$ cat config.mk
export PLATFORM = sky130hd
export DESIGN_NAME = seq_divider
export DESIGN_NICKNAME = d
export VERILOG_FILES = /design/src/rtl/seq_divider_pkg.sv /design/src/rtl/seq_divider_step.sv /design/src/rtl/seq_divider.sv
export SDC_FILE = /design/constraint.sdc
export NUM_CORES = 1
export LEC_CHECK = 0
export CORE_UTILIZATION = 50
export CTS_CLUSTER_SIZE = 14
export DETAILED_ROUTE_END_ITERATION = 6
export GPL_TIMING_DRIVEN = 0
export MAX_ROUTING_LAYER = met4
export PLACE_DENSITY_LB_ADDON = 0.15
export SYNTH_ARGS = -nofsm -noshare
export SYNTH_HDL_FRONTEND = slang
export SYNTH_SLANG_ARGS = --single-unit
$ cat constraint.sdc
create_clock -name clk -period 8.8 [get_ports clk]
set_input_delay 0.88 -clock clk [delete_from_list [all_inputs] [get_ports clk]]
set_output_delay 0.88 -clock clk [all_outputs]
set_load 0.03 [all_outputs]
$ cat src/rtl/seq_divider_pkg.sv
// Shared types and defaults for the sequential divider.
package seq_divider_pkg;

    typedef enum logic [1:0] {
        IDLE = 2'd0,
        LOAD = 2'd1,
        ITER = 2'd2,
        DONE = 2'd3
    } state_t;

    localparam int DEFAULT_WIDTH = 32;

endpackage

$ cat src/rtl/seq_divider_step.sv
// One restoring shift-subtract step: shift {rem, quo} left, trial-subtract divisor.
module div_step #(
    parameter int WIDTH = 32
) (
    input  logic [WIDTH-1:0] rem,
    input  logic [WIDTH-1:0] quo,
    input  logic [WIDTH-1:0] divisor,
    output logic [WIDTH-1:0] rem_next,
    output logic [WIDTH-1:0] quo_next
);

    logic [WIDTH:0] rem_sh;
    logic [WIDTH:0] trial;

    // rem < divisor on entry, so WIDTH+1 bits hold both the shifted value and the sign
    always_comb begin
        rem_sh = {rem, quo[WIDTH-1]};
        trial  = rem_sh - {1'b0, divisor};
        if (!trial[WIDTH]) begin
            rem_next = trial[WIDTH-1:0];
            quo_next = {quo[WIDTH-2:0], 1'b1};
        end else begin
            rem_next = rem_sh[WIDTH-1:0];
            quo_next = {quo[WIDTH-2:0], 1'b0};
        end
    end

endmodule

$ cat src/rtl/seq_divider.sv
// Unsigned restoring divider, one quotient bit per clock, with divide-by-zero flag.
module seq_divider
    import seq_divider_pkg::*;
#(
    parameter int WIDTH = DEFAULT_WIDTH
) (
    input  logic             clk,
    input  logic             reset,
    input  logic             start,
    input  logic [WIDTH-1:0] dividend,
    input  logic [WIDTH-1:0] divisor,
    output logic             busy,
    output logic             ready,
    output logic [WIDTH-1:0] quotient,
    output logic [WIDTH-1:0] remainder,
    output logic             div_by_zero
);

    localparam int CW = $clog2(WIDTH) + 1;
    localparam logic [CW-1:0] LAST = CW'(WIDTH - 1);

    state_t           state;
    logic             load_phase;
    logic [CW-1:0]    cnt;
    logic [WIDTH-1:0] dvd_r;
    logic [WIDTH-1:0] dvs_r;
    logic [WIDTH-1:0] rem_r;
    logic [WIDTH-1:0] quo_r;
    logic [WIDTH-1:0] rem_nx;
    logic [WIDTH-1:0] quo_nx;

    div_step #(.WIDTH(WIDTH)) u_step (
        .rem      (rem_r),
        .quo      (quo_r),
        .divisor  (dvs_r),
        .rem_next (rem_nx),
        .quo_next (quo_nx)
    );

    // LOAD spans two cycles: the first primes the working registers, the second
    // decides between ITER and the divide-by-zero shortcut.
    always_ff @(posedge clk or posedge reset) begin
        if (reset) begin
            state       <= IDLE;
            load_phase  <= 1'b0;
            cnt         <= '0;
            dvd_r       <= '0;
            dvs_r       <= '0;
            rem_r       <= '0;
            quo_r       <= '0;
            busy        <= 1'b0;
            ready       <= 1'b0;
            quotient    <= '0;
            remainder   <= '0;
            div_by_zero <= 1'b0;
        end else begin
            case (state)
                IDLE, DONE: begin
                    if (start) begin
                        state      <= LOAD;
                        load_phase <= 1'b0;
                        dvd_r      <= dividend;
                        dvs_r      <= divisor;
                        busy       <= 1'b1;
                        ready      <= 1'b0;
                    end
                end
                LOAD: begin
                    if (!load_phase) begin
                        load_phase <= 1'b1;
                        rem_r      <= '0;
                        quo_r      <= dvd_r;
                    end else if (dvs_r == '0) begin
                        state       <= DONE;
                        busy        <= 1'b0;
                        ready       <= 1'b1;
                        quotient    <= '1;
                        remainder   <= dvd_r;
                        div_by_zero <= 1'b1;
                    end else begin
                        state <= ITER;
                        cnt   <= '0;
                    end
                end
                ITER: begin
                    rem_r <= rem_nx;
                    quo_r <= quo_nx;
                    cnt   <= cnt + 1'b1;
                    if (cnt == LAST) begin
                        state       <= DONE;
                        busy        <= 1'b0;
                        ready       <= 1'b1;
                        quotient    <= quo_nx;
                        remainder   <= rem_nx;
                        div_by_zero <= 1'b0;
                    end
                end
                default: state <= IDLE;
            endcase
        end
    end

endmodule

; ---- Yosys cells after proc, flatten, opt, wreduce, memory -nomap -nowiden
; Index checks and enable logic that the tools add are counted.
[word_totals]
mem_count = 0
latchBits = 0
register_bits = 204
ramBits = 0
output_inout_bits = 67
word_cells = 70
romBits = 0
inputBits = 67
[classes]
shifts = 0
addsub = 2
mux = 34
n_reduce_logical = 12
n_bitwise = 0
multipliers = 0
order_cmp = 0
eq_ne = 10
div_mod_pow = 0
[op_table]
columns = op, count
row1 = 2-to-1 mux 32 bit, 9
row2 = case mux 32 bit (2 select lines), 4
row3 = subtractor 33 x 32 -> 33 bit, 1
row4 = zero test 32 bit, 1
row5 = 2-to-1 mux 6 bit, 2
row6 = "inequality test 2 bit, second input constant", 6
row7 = case mux 6 bit (2 select lines), 1
row8 = 2-to-1 mux 1 bit, 10
row9 = AND reduction 4 bit, 2
row10 = "adder 6 x 1 -> 6 bit, second input constant", 1
row11 = "== test 6 x 5 -> 1 bit, second input constant", 1
row12 = 2-to-1 mux 2 bit, 3
row13 = case mux 1 bit (3 select lines), 2
row14 = case mux 2 bit (3 select lines), 1
row15 = AND reduction 2 bit, 3
row16 = AND reduction 3 bit, 2
row17 = "== test 2 bit, second input constant", 2
row18 = case mux 1 bit (2 select lines), 2
row19 = nonzero test 2 bit, 2
row20 = "== test 2 x 1 -> 1 bit, second input constant", 1
row21 = zero test 2 bit, 1
row22 = OR reduction 2 bit, 1

; ---- Depth between registers and ports, before layout
; Gate-level depths: netlist of run 1.
[depth]
word_depth = 4
depth_mapped = 13
depth_no_buf = 12

; ---- Modules after synthesis
; From an unflattened synthesis of run 1, not the netlist that was laid out.
[hier_totals]
hier_cells = 946
hier_area_um2 = 10964.3
[modules_own_cells]
columns = mod, n_inst, area_each_um2, cells_each, seq_area_each_um2
row1 = seq_divider, 1, 8373.0, 610, 5104.9
row2 = div_step, 1, 2591.2, 336, 0.0

; ---- Worst setup path after synthesis of run 1
; Ideal clock, no wire load.
[synth_path]
path_type = register -> register
from = register quo_r[31]
to = register rem_r[3]
n_path_buf = 1
setup_ns = 0.125
path_stages_with_launch = 14
arrival_ns = 2.787
slack_ns = 5.888
synth_period_minus_slack_ns = 2.912
required_ns = 8.675
path_cell_list = dfrtp_1 -> inv_1 -> ha_1 -> inv_1 -> fa_1 -> a211oi_2 -> o211ai_1 -> a22o_1 -> a311o_2 -> nor3_4 -> buf_6 -> nor3_2 -> o21a_1 -> mux2_4
[synth_via]
elab_chain_cells = 3
[synth_lines]
columns = element, line
row1 = from (decl), seq_divider.sv:28  ; logic [WIDTH-1:0] quo_r;
row2 = from (signal assigned), seq_divider.sv:72  ; quo_r <= dvd_r;
row3 = from (signal assigned), seq_divider.sv:87  ; quo_r <= quo_nx;
row4 = subtractor 33 x 32 -> 33 bit, seq_divider_step.sv:18  ; trial = rem_sh - {1'b0, divisor};
row5 = 2-to-1 mux 32 bit, seq_divider_step.sv:19  ; if (!trial[WIDTH]) begin
row6 = case mux 32 bit (2 select lines), seq_divider.sv:57  ; case (state)
row7 = to (signal assigned), seq_divider.sv:86  ; rem_r <= rem_nx;
row8 = to (decl), seq_divider.sv:27  ; logic [WIDTH-1:0] rem_r;
; No other way between the ends.
; A chain may end at the register's enable or synchronous reset.

; ---- Final worst setup path of run 1
[layout_path]
from = register quo_r[31]
to = register remainder[15]
[layout_via]
elab_chain_cells = 4
[layout_lines]
columns = element, line
row1 = subtractor 33 x 32 -> 33 bit, seq_divider_step.sv:18
row2 = 2-to-1 mux 32 bit, seq_divider_step.sv:19
row3 = 2-to-1 mux 32 bit, seq_divider.sv:89  ; if (cnt == LAST) begin
row4 = case mux 32 bit (2 select lines), seq_divider.sv:57
row5 = to (signal assigned), seq_divider.sv:78  ; remainder <= dvd_r;
row6 = to (signal assigned), seq_divider.sv:94  ; remainder <= rem_nx;
row7 = to (decl), seq_divider.sv:15  ; output logic [WIDTH-1:0] remainder,
; No other way between the ends. The select of a mux whose other input is x is not followed.

==> metrics, run 1 <==
outcome=completed; initial core utilization=0.513; Placer Congestion=0.918; worst slew pin tran=0.839 ns; Post-CTS Setup Inserts=0; #FFs+latches synth=204; Worst VDD drop=262 uV; CP endpoint kind=flop; crit path launch=quo_r[31]; combinational power share=0.560; clock edge transition at the registers on the reported setup and hold paths=0.07 ns; Net Sw Power=2850 uW; Worst Skew=0.0150 ns; critical-path cell list=inv_1, ha_1, inv_1, fa_1, a211oi_2, o211ai_1, a22o_1, a311oi_2, a21oi_2, nor2_4, buf_6, mux2i_1, o211ai_1; post-DR vias/cell=5.86; share of cells above drive strength 1=0.106; RSZ-0062 raised after global routing=no; Clock Power Share=0.158; multi-input logic area=5160 um^2; pin count of the biggest net entering global routing=112; Pint=3270 uW; CTS Hold Bufs=0; ranking of synthesized cells by area=dfrtp_1 (47%), mux2_2 (7.2%), nand2_1 (4.4%); Seq/Total Area, Yosys=0.471; Final ANT Viol Nets=0; num rows=53; Ant. Diodes=0; count of different cell masters after synthesis=63; Yosys top cell area share=0.471; critical path class=flop to flop; wire per inst=19.7 um; min cycle time layout=3.54 ns; initial detailed-routing violation count=508; fmax=0.282 GHz; Worst EP arrival=3.92 ns; hold path start=quo_r[20]; Yosys warning count=0; Power Density=460 nW/um^2; pins over their slew limit=0; Post-Syn Area=10800 um^2; commonest cells after routing, fill and taps aside=dfrtp_1 (204), clkdlybuf4s50_1 (133), nand2_1 (127); GRT Total Usage=0.297; number of global-route vias before repair=9145; Worst R2R Start=quo_r[31]; Crit Path Max Fanout=10; vias=9253; Worst Path Required=9.18 ns; DP HPWL=23400 um; worst rel slew slack=0.441; DRC errors left=0; HP Class=flop to flop; Port Buffers=133; first-pass GRT wire length=49400 um; root buf cell=clkbuf_16; H-tree Lvls=1; post-synthesis async set-or-reset flop share=1.00; Die Y=149 um; dpl cell area=12600 um^2; Overflow after GRT=0; Filler cells=1831; Layout area overhead=22.7%; Layout Nets=1393; Crit path max-delay family=compound AO/OA/AOI/OAI gates; Syn Inst Count=1132; LEAKAGE=0.00568 uW; Setup violations, final=0; initial antenna violation count=0; cell accounting for the most synthesized area=dfrtp_1; Sink Count=204; final hold violations=0; Core Box Area=21200 um^2; post_cts resized=0; sw frac=0.465; Synth Flop Type=dfrtp_1; clock latency on the worst-skew pair=0.51 ns; crit path buf inv count=3; worst stage delay on the critical path=0.44 ns; fin crit share=0.402; Seq pwr share=0.281; mean post-synth cell area=9.58 um^2; # IOs=134; FF/Latch Area=5100 um^2; CP startpoint kind=flop; Hold WS=0.508 ns; EDFF count, synth=0; CTS tree=yes; Worst path slowest cell=dfrtp_1; Max Cap Viol=0; CTS Buf Count=22; fin util=0.629; die area=22300 um^2; DRT Wirelength=31100 um; commonest non-fill, non-tap cell in the layout=dfrtp_1; syn nets=1235; drt first pass iters=5; Chip Width=149 um; Clock Tree Buf Depth=3; final instance area=13300 um^2
registers in the layout, indices dropped and copies added (netlist names):
| name | count |
|---|---|
| ready | 1 |
| dvs_r | 32 |
| state | 2 |
| rem_r | 32 |
| remainder | 32 |
| div_by_zero | 1 |
| cnt | 6 |
| load_phase | 1 |
| quotient | 32 |
| dvd_r | 32 |
| quo_r | 32 |
| busy | 1 |
metal layers:
metal / share of wire / vias up / track usage / wire [um]
li1: - / 4349 / - / -
met1: 0.45 / 4524 / 0.400 / 14000
met2: 0.47 / 333 / 0.471 / 14500
met3: 0.062 / 47 / 0.0422 / 1940
met4: 0.023 / 0 / 0.0755 / 724
met5: 0 / - / - / 0
cells by family after synthesis:
group	synth area share
flip-flops	0.471
AO/OA/AOI/OAI	0.180
buffers and inverters	0.0534
multiplexers	0.102
AND/OR/NAND/NOR	0.129
adder cells (fa/ha/maj)	0.0422
XOR/XNOR	0.0226
tightest hold or removal path, delay by kind of cell (launching register included):
family | cells | cell delay, ns
flops | 1 | 0.36
simple gates | 1 | 0.05
compound gates | 1 | 0.06
final cells by class:
class,count,share of cell area
flip-flops and latches,204,0.384
clock inverters,10,0.0104
clock buffers,28,0.0462
repair buffers,134,0.102
multi-input cells,789,0.388
well taps,275,0.0259
inverters,76,0.0220
plain buffers,63,0.0221
Yosys cell counts, types with 2 or more instances:
master	number
o21a_1	7
a2111oi_0	2
clkbuf_1	39
o21ai_1	11
xor2_1	14
o21bai_1	5
a211oi_1	10
nand2_1	127
mux2_2	69
a21oi_1	52
nand2b_1	6
nor2b_1	3
o2111ai_1	2
dfrtp_1	204
buf_1	8
a31o_2	2
nor3_1	13
buf_6	4
o22a_1	4
ha_1	35
xnor2_1	14
mux2i_1	31
buf_4	5
nand4_1	14
nor2_1	80
buf_2	7
a21boi_0	7
a31oi_1	68
and3_1	5
a21boi_1	3
nor3_2	2
o21ai_0	92
or3_1	13
o211ai_1	16
nor4_1	8
and2_1	2
a21o_1	16
o311ai_0	2
o31ai_1	6
and4_1	2
inv_1	76
and3_4	2
nand3_1	24
power groups by stage:
| stage | clock network [uW] | registers (uW) | logic [uW] |
|---|---|---|---|
| final | 969 | 1720 | 3430 |
| after floorplan | 0 | 1840 | 2160 |
| after detailed placement | 0 | 1730 | 3380 |
| after global routing | 1020 | 1770 | 3750 |
| after CTS | 983 | 1720 | 3400 |
| after global placement | 0 | 1730 | 3330 |
through the flow:
step                      worst slack [ns]  total power, uW  cells  TNS (ns)
after floorplan                       2.35             4000   1132         0
after global placement              -0.499             5050   1540    -96.38
after detailed placement              5.37             5110   1541         0
after CTS                             5.31             6100   1579         0
after global routing                  5.05             6540   1579         0
final                                 5.26             6120   1579         0
path summary, 6_finish.rpt:
check,end,slack [ns],cells past startpoint
worst min-delay path,quo_r[20],0.51,2
max in group asynchronous,div_by_zero,6.91,3
worst max register to register,remainder[15],5.26,13
worst max-delay path,remainder[15],5.26,13
worst min register to register,quo_r[20],0.51,2
min in group asynchronous,dvs_r[1],0.93,2
Note: power is estimated with default switching activity, not from simulation.
==> inputs of run 2 (changes only) <==
- clock period: 8.8 -> 3.2 ns (I/O delays scaled with it)
==> run 2 against run 1 <==
Effect of this change: the flow now finishes with violations (negative setup slack); fmax increased by 8.4%; power rose to 2.9 times the previous value; critical path depth up 2; worst hold slack got worse by 0.27 ns; core utilization increased by 2.3 points; die area unchanged; sequential power rose to 2.8 times the previous value; clock skew is essentially flat; worst setup slack worse by 5.3 ns; routed wire length increased by 1.8%.
==> metrics, run 2 (synthesis gave the netlist of run 1 again) <==
outcome=complete, but fails checks; failing checks=negative setup slack; worst rel slew slack=0.428 (-0.0121); CP endpoint kind=flop; Worst R2R Start=quo_r[31]; worst slew pin tran=0.857 ns (+0.0181 ns); Core Box Area=21200 um^2 (unchanged); cells on worst reg2reg path=15 (+2); commonest non-fill, non-tap cell in the layout=dfrtp_1; critical path class=flop to flop; clock edge transition at the registers on the reported setup and hold paths=0.06 ns (about the same); root buf cell=clkbuf_16; clock latency on the worst-skew pair=0.51 ns (about the same); crit path buf inv count=5 (+2); Final ANT Viol Nets=0 (unchanged); fmax=0.306 GHz (+8.4%); final hold violations=0 (unchanged); DRC errors left=0 (unchanged); number of cells on the critical path=15 (+2); GRT Total Usage=0.299 (+0.00234); Worst R2R End=remainder[18]; Worst Skew=0.0149 ns (-0.0000847 ns); Port Buffers=133 (unchanged); Crit path max-delay family=compound AO/OA/AOI/OAI gates; Layout Nets=1417 (+1.7%); Setup crit end=remainder[18]; R2R Setup Slk=-0.07 ns (-5.33 ns); Sink Count=204 (unchanged); Worst EP arrival=3.65 ns (-0.27 ns); RSZ-0062 raised after global routing=yes; Die Y=149 um (unchanged); DRT Wirelength=31700 um (+1.8%); # IOs=134 (unchanged); post-DR vias/cell=5.94 (+1.3%); worst stage delay on the critical path=0.44 ns (about the same); Tot Pwr=17500 uW (+190%); Overflow after GRT=0 (unchanged); number of global-route vias before repair=9403 (+2.8%); drt first pass iters=5 (unchanged); Max Cap Viol=0 (unchanged); Layout area overhead=27.1%; min cycle time layout=3.27 ns (-0.274 ns); CTS Hold Bufs=0 (unchanged); Cells after DPL=1546 (+0.32%); final worst slack=-0.0663 ns (-5.33 ns); die area=22300 um^2 (unchanged); Clock Tree Buf Depth=3 (unchanged); initial detailed-routing violation count=670 (+32%); Ant. Diodes=0 (unchanged); Power Density=1270 nW/um^2 (+180%); Chip Width=149 um (unchanged); final instance area=13800 um^2 (+3.6%); initial core utilization=0.513 (unchanged); dpl cell area=12600 um^2 (+0.71%); DP HPWL=23500 um (+0.55%); wire per inst=19.8 um (+0.17%); initial antenna violation count=0 (unchanged); CTS Buf Count=23 (+4.5%); Worst path slowest cell=dfrtp_1; H-tree Lvls=1 (unchanged); Worst VDD drop=778 uV (+200%); Worst Path Required=3.58 ns (-5.60 ns); vias=9531 (+3.0%); num rows=53 (unchanged); Placer Congestion=0.927 (+0.96%); share of cells above drive strength 1=0.145 (+0.0393); first-pass GRT wire length=50200 um (+1.5%); fin crit share=1.02 (+0.618); CTS tree=yes; pins over their slew limit=0 (unchanged); Crit Path Max Fanout=5 (-5); Non-Filler Instances=1605 (+1.6%); critical-path cell list=inv_1, ha_2, inv_2, fa_2, a211oi_2, o211ai_1, a22o_1, a311oi_2, buf_4, a21oi_4, nor2_4, buf_12, buf_4, mux2i_4, o211ai_1; LEAKAGE=0.00589 uW (+3.7%); pin count of the biggest net entering global routing=34 (-70%); HP Class=input port to asynchronous set/reset pin; crit path launch=quo_r[31]; Hold WS=0.242 ns (-0.266 ns); commonest cells after routing, fill and taps aside=dfrtp_1 (204), clkdlybuf4s50_1 (133), nand2_1 (126); Setup violations, final=7 (+7); CP startpoint kind=flop
==> run 2: cell types whose count changed in the layout (fill, tap and decap cells not counted), sizes merged <==
cell    before  now
buf         25   47
clkbuf      67   71
clkinv       2    6
bufinv       3    1
inv         77   75
==> run 2: where the power goes <==
part	internal [uW]	total (uW)	switching [uW]
registers	3760	4760	997
clock network	1520	2600	1080
logic	4080	10100	6060
total	9370	17500	8140
==> run 2: worst register-to-register path, cell delays in order (launching register included) <==
cell	delay, ns
dfrtp_1	0.44
inv_1	0.09
ha_2	0.17
inv_2	0.04
fa_2	0.34
a211oi_2	0.21
o211ai_1	0.20
a22o_1	0.28
a311oi_2	0.26
buf_4	0.17
a21oi_4	0.06
nor2_4	0.25
buf_12	0.16
buf_4	0.12
mux2i_4	0.25
o211ai_1	0.10
==> run 2: how the worst min path moves through the flow <==
stage	cells past startpoint	slack (ns)	start	endpoint
CTS	2	0.25	reset	dvs_r[2]
floorplan	2	0.47	rem_r[2]	rem_r[2]
finish	2	0.24	reset	dvs_r[2]
global route	2	0.30	reset	dvs_r[2]
global placement	2	0.48	ready	ready
detailed placement	2	0.48	ready	ready
==> run 2: per-stage QoR <==
step                 util  setup TNS, ns  worst slack [ns]
finish              0.652         -0.207           -0.0663
global route        0.652          -1.75            -0.115
CTS                 0.641        -0.0222           -0.0137
detailed placement  0.598          -6.29            -0.222
global placement    0.592        -291.81             -1.44
floorplan               -              0             0.236
==> run 2: final cells by class <==
class                   count  area (um^2)
fillers                  1726         7370
well taps                 275          344
clock inverters            10         90.1
flip-flops and latches    204         5100
clock buffers              31          656
repair buffers            157         1620
plain buffers              63          324
inverters                  76          289
multi-input cells         789         5360
==> run 2: timing repair <==
item / in CTS / in global routing
pin swaps: 7 / 16
gates cloned: 0 / 1
resized for setup: 25 / 39
endpoints found under the setup margin: 60 / 64
buffers inserted: 9 / 8
==> run 2: per-layer routing <==
layer,part of all wire,wire [um],track usage,up-vias
li1,-,-,-,4393
met1,0.44,13900,0.406,4679
met2,0.47,14800,0.471,382
met3,0.062,1950,0.0352,77
met4,0.034,1070,0.0898,0
met5,0,0,-,-
==> inputs of run 3 (changes only) <==
- RECOVER_POWER: unset -> 100
- clock period: 3.2 -> 2.75 ns (I/O delays scaled with it)
==> run 3 against run 2 <==
Effect of this change: the run still ends with negative setup slack left; non-clock buffer count rose by 17; first-iteration DRC count increased by 25%; die area unchanged; critical path type unchanged; largest cell class unchanged; highest routed layer unchanged.
==> metrics, run 3 (synthesis gave the netlist of run 1 again) <==
Chip Width=149 um (unchanged); Worst R2R End=rem_r[3]; Cells after DPL=1545 (-0.065%); FF/Latch Area=5100 um^2 (unchanged); Worst Skew=0.0192 ns (+0.00430 ns); Port Buffers=133 (unchanged); R2R Setup Slk=-0.53 ns (-0.46 ns); multi-input logic area=5730 um^2 (+6.9%); initial core utilization=0.513 (unchanged); Die Y=149 um (unchanged); root buf cell=clkbuf_16; DP HPWL=23700 um (+0.77%); Crit Path Max Fanout=5 (unchanged); commonest non-fill, non-tap cell in the layout=dfrtp_1; Endpoint, Worst Hold=dvd_r[14]; worst rel slew slack=0.124 (-0.304); Final ANT Viol Nets=0 (unchanged); Hold WS=0.360 ns (+0.119 ns); GRT Total Usage=0.309 (+0.0103); Filler cells=1654 (-4.2%); Sink Count=204 (unchanged); Non-Filler Instances=1623 (+1.1%); # IOs=134 (unchanged); post-DR vias/cell=6.05 (+1.9%); initial detailed-routing violation count=840 (+25%); Worst R2R Start=quo_r[31]; Worst VDD drop=862 uV (+11%); share of cells above drive strength 1=0.205 (+0.0596); dpl cell area=12600 um^2 (about the same); Tot Pwr=22100 uW (+26%); wire per inst=20.6 um (+4.1%); Setup violations, final=66 (+59); final instance area=14400 um^2 (+4.2%); Worst Path Required=3.16 ns (-0.42 ns); Overflow after GRT=0 (unchanged); Clock Tree Buf Depth=3 (unchanged); cells on worst reg2reg path=14 (-1); hold path start=dividend[14]; pins over their slew limit=0 (unchanged); outcome=complete, but fails checks; vias=9817 (+3.0%); CP endpoint kind=flop; CTS tree=yes; Hold Path Stages=2; drt first pass iters=5 (unchanged); DRT Wirelength=33400 um (+5.3%); setup_tns=-26.11 ns (-25.90 ns); Layout Nets=1434 (+1.2%); Core Box Area=21200 um^2 (unchanged); initial antenna violation count=0 (unchanged); first-pass GRT wire length=51300 um (+2.3%); CP startpoint kind=flop; critical path class=flop to flop; DRC errors left=0 (unchanged); commonest cells after routing, fill and taps aside=dfrtp_1 (204), nand2_1 (110), nor2_1 (80); min cycle time layout=3.28 ns (+0.0145 ns); fmax=0.305 GHz (-0.44%); die area=22300 um^2 (unchanged); fin crit share=1.19 (+0.172); pin count of the biggest net entering global routing=43 (+26%); clock edge transition at the registers on the reported setup and hold paths=0.06 ns (about the same); Max Cap Viol=0 (unchanged); Power Density=1540 nW/um^2 (+21%); Layout area overhead=32.5%; clock latency on the worst-skew pair=0.52 ns (about the same); Placer Congestion=0.930 (+0.25%); Ant. Diodes=0 (unchanged); num rows=53 (unchanged); RSZ-0062 raised after global routing=yes; H-tree Lvls=1 (unchanged); worst slew pin tran=1.31 ns (+0.449 ns); HP Class=input port to flop; final worst slack=-0.531 ns (-0.464 ns); failing checks=negative setup slack; LEAKAGE=0.00609 uW (+3.3%); number of global-route vias before repair=9629 (+2.4%); final hold violations=0 (unchanged); Worst EP arrival=3.69 ns (+0.04 ns); CTS Buf Count=23 (unchanged)
==> run 3: cell type report <==
class | instances | share of cell area
flip-flops and latches | 204 | 0.355
repair buffers | 177 | 0.124
well taps | 275 | 0.0240
multi-input cells | 789 | 0.399
inverters | 76 | 0.0199
plain buffers | 60 | 0.0224
clock buffers | 29 | 0.0458
clock inverters | 13 | 0.00941
==> run 3: where the power goes <==
part / leakage, uW / total [uW] / internal, uW / switching, uW
sequential: 0.00240 / 5570 / 4380 / 1190
clock: 0.000392 / 3210 / 1890 / 1310
combinational: 0.00329 / 13300 / 5420 / 7910
==> run 3: worst max path at each step <==
stage | from | end
2_1_floorplan | reset | busy
3_3_place_gp | reset | quo_r[23]
3_5_place_dp | quo_r[31] | remainder[15]
4_1_cts | quo_r[31] | rem_r[3]
5_1_grt | quo_r[31] | rem_r[3]
6_report | quo_r[31] | rem_r[3]
==> run 3: timing repair <==
| action | in CTS | in global routing |
|---|---|---|
| pin swaps | 34 | 32 |
| hold buffers | 0 | 0 |
| setup endpoints to repair | 97 | 119 |
| cloned | 5 | 1 |
| gates resized for setup | 102 | 82 |
| buffers inserted | 24 | 11 |
==> run 3: through the flow <==
step            util  setup slack, ns
2_1_floorplan      -           -0.169
3_3_place_gp   0.593            -1.85
3_5_place_dp   0.597           -0.621
4_1_cts        0.664           -0.438
5_1_grt        0.679           -0.608
6_report       0.679           -0.531
==> run 3: routing by layer <==
| layer | GRT usage | vias up | routed length [um] |
|---|---|---|---|
| met5 | - | - | 0 |
| met4 | 0.126 | 0 | 1210 |
| met3 | 0.0425 | 98 | 2410 |
| met2 | 0.488 | 463 | 15800 |
| met1 | 0.403 | 4810 | 14000 |
| li1 | - | 4446 | - |
==> run 3: critical path, stage by stage (launching register included) <==
cell and delay (ns):
dfrtp_1 0.43, inv_1 0.08, ha_2 0.17, inv_2 0.04
fa_2 0.36, a211oi_2 0.24, o211ai_1 0.20, a22o_1 0.28
a311o_2 0.39, nor3_4 0.21, buf_6 0.16, buf_6 0.12
nor3_2 0.04, o21a_1 0.20, mux2_4 0.26
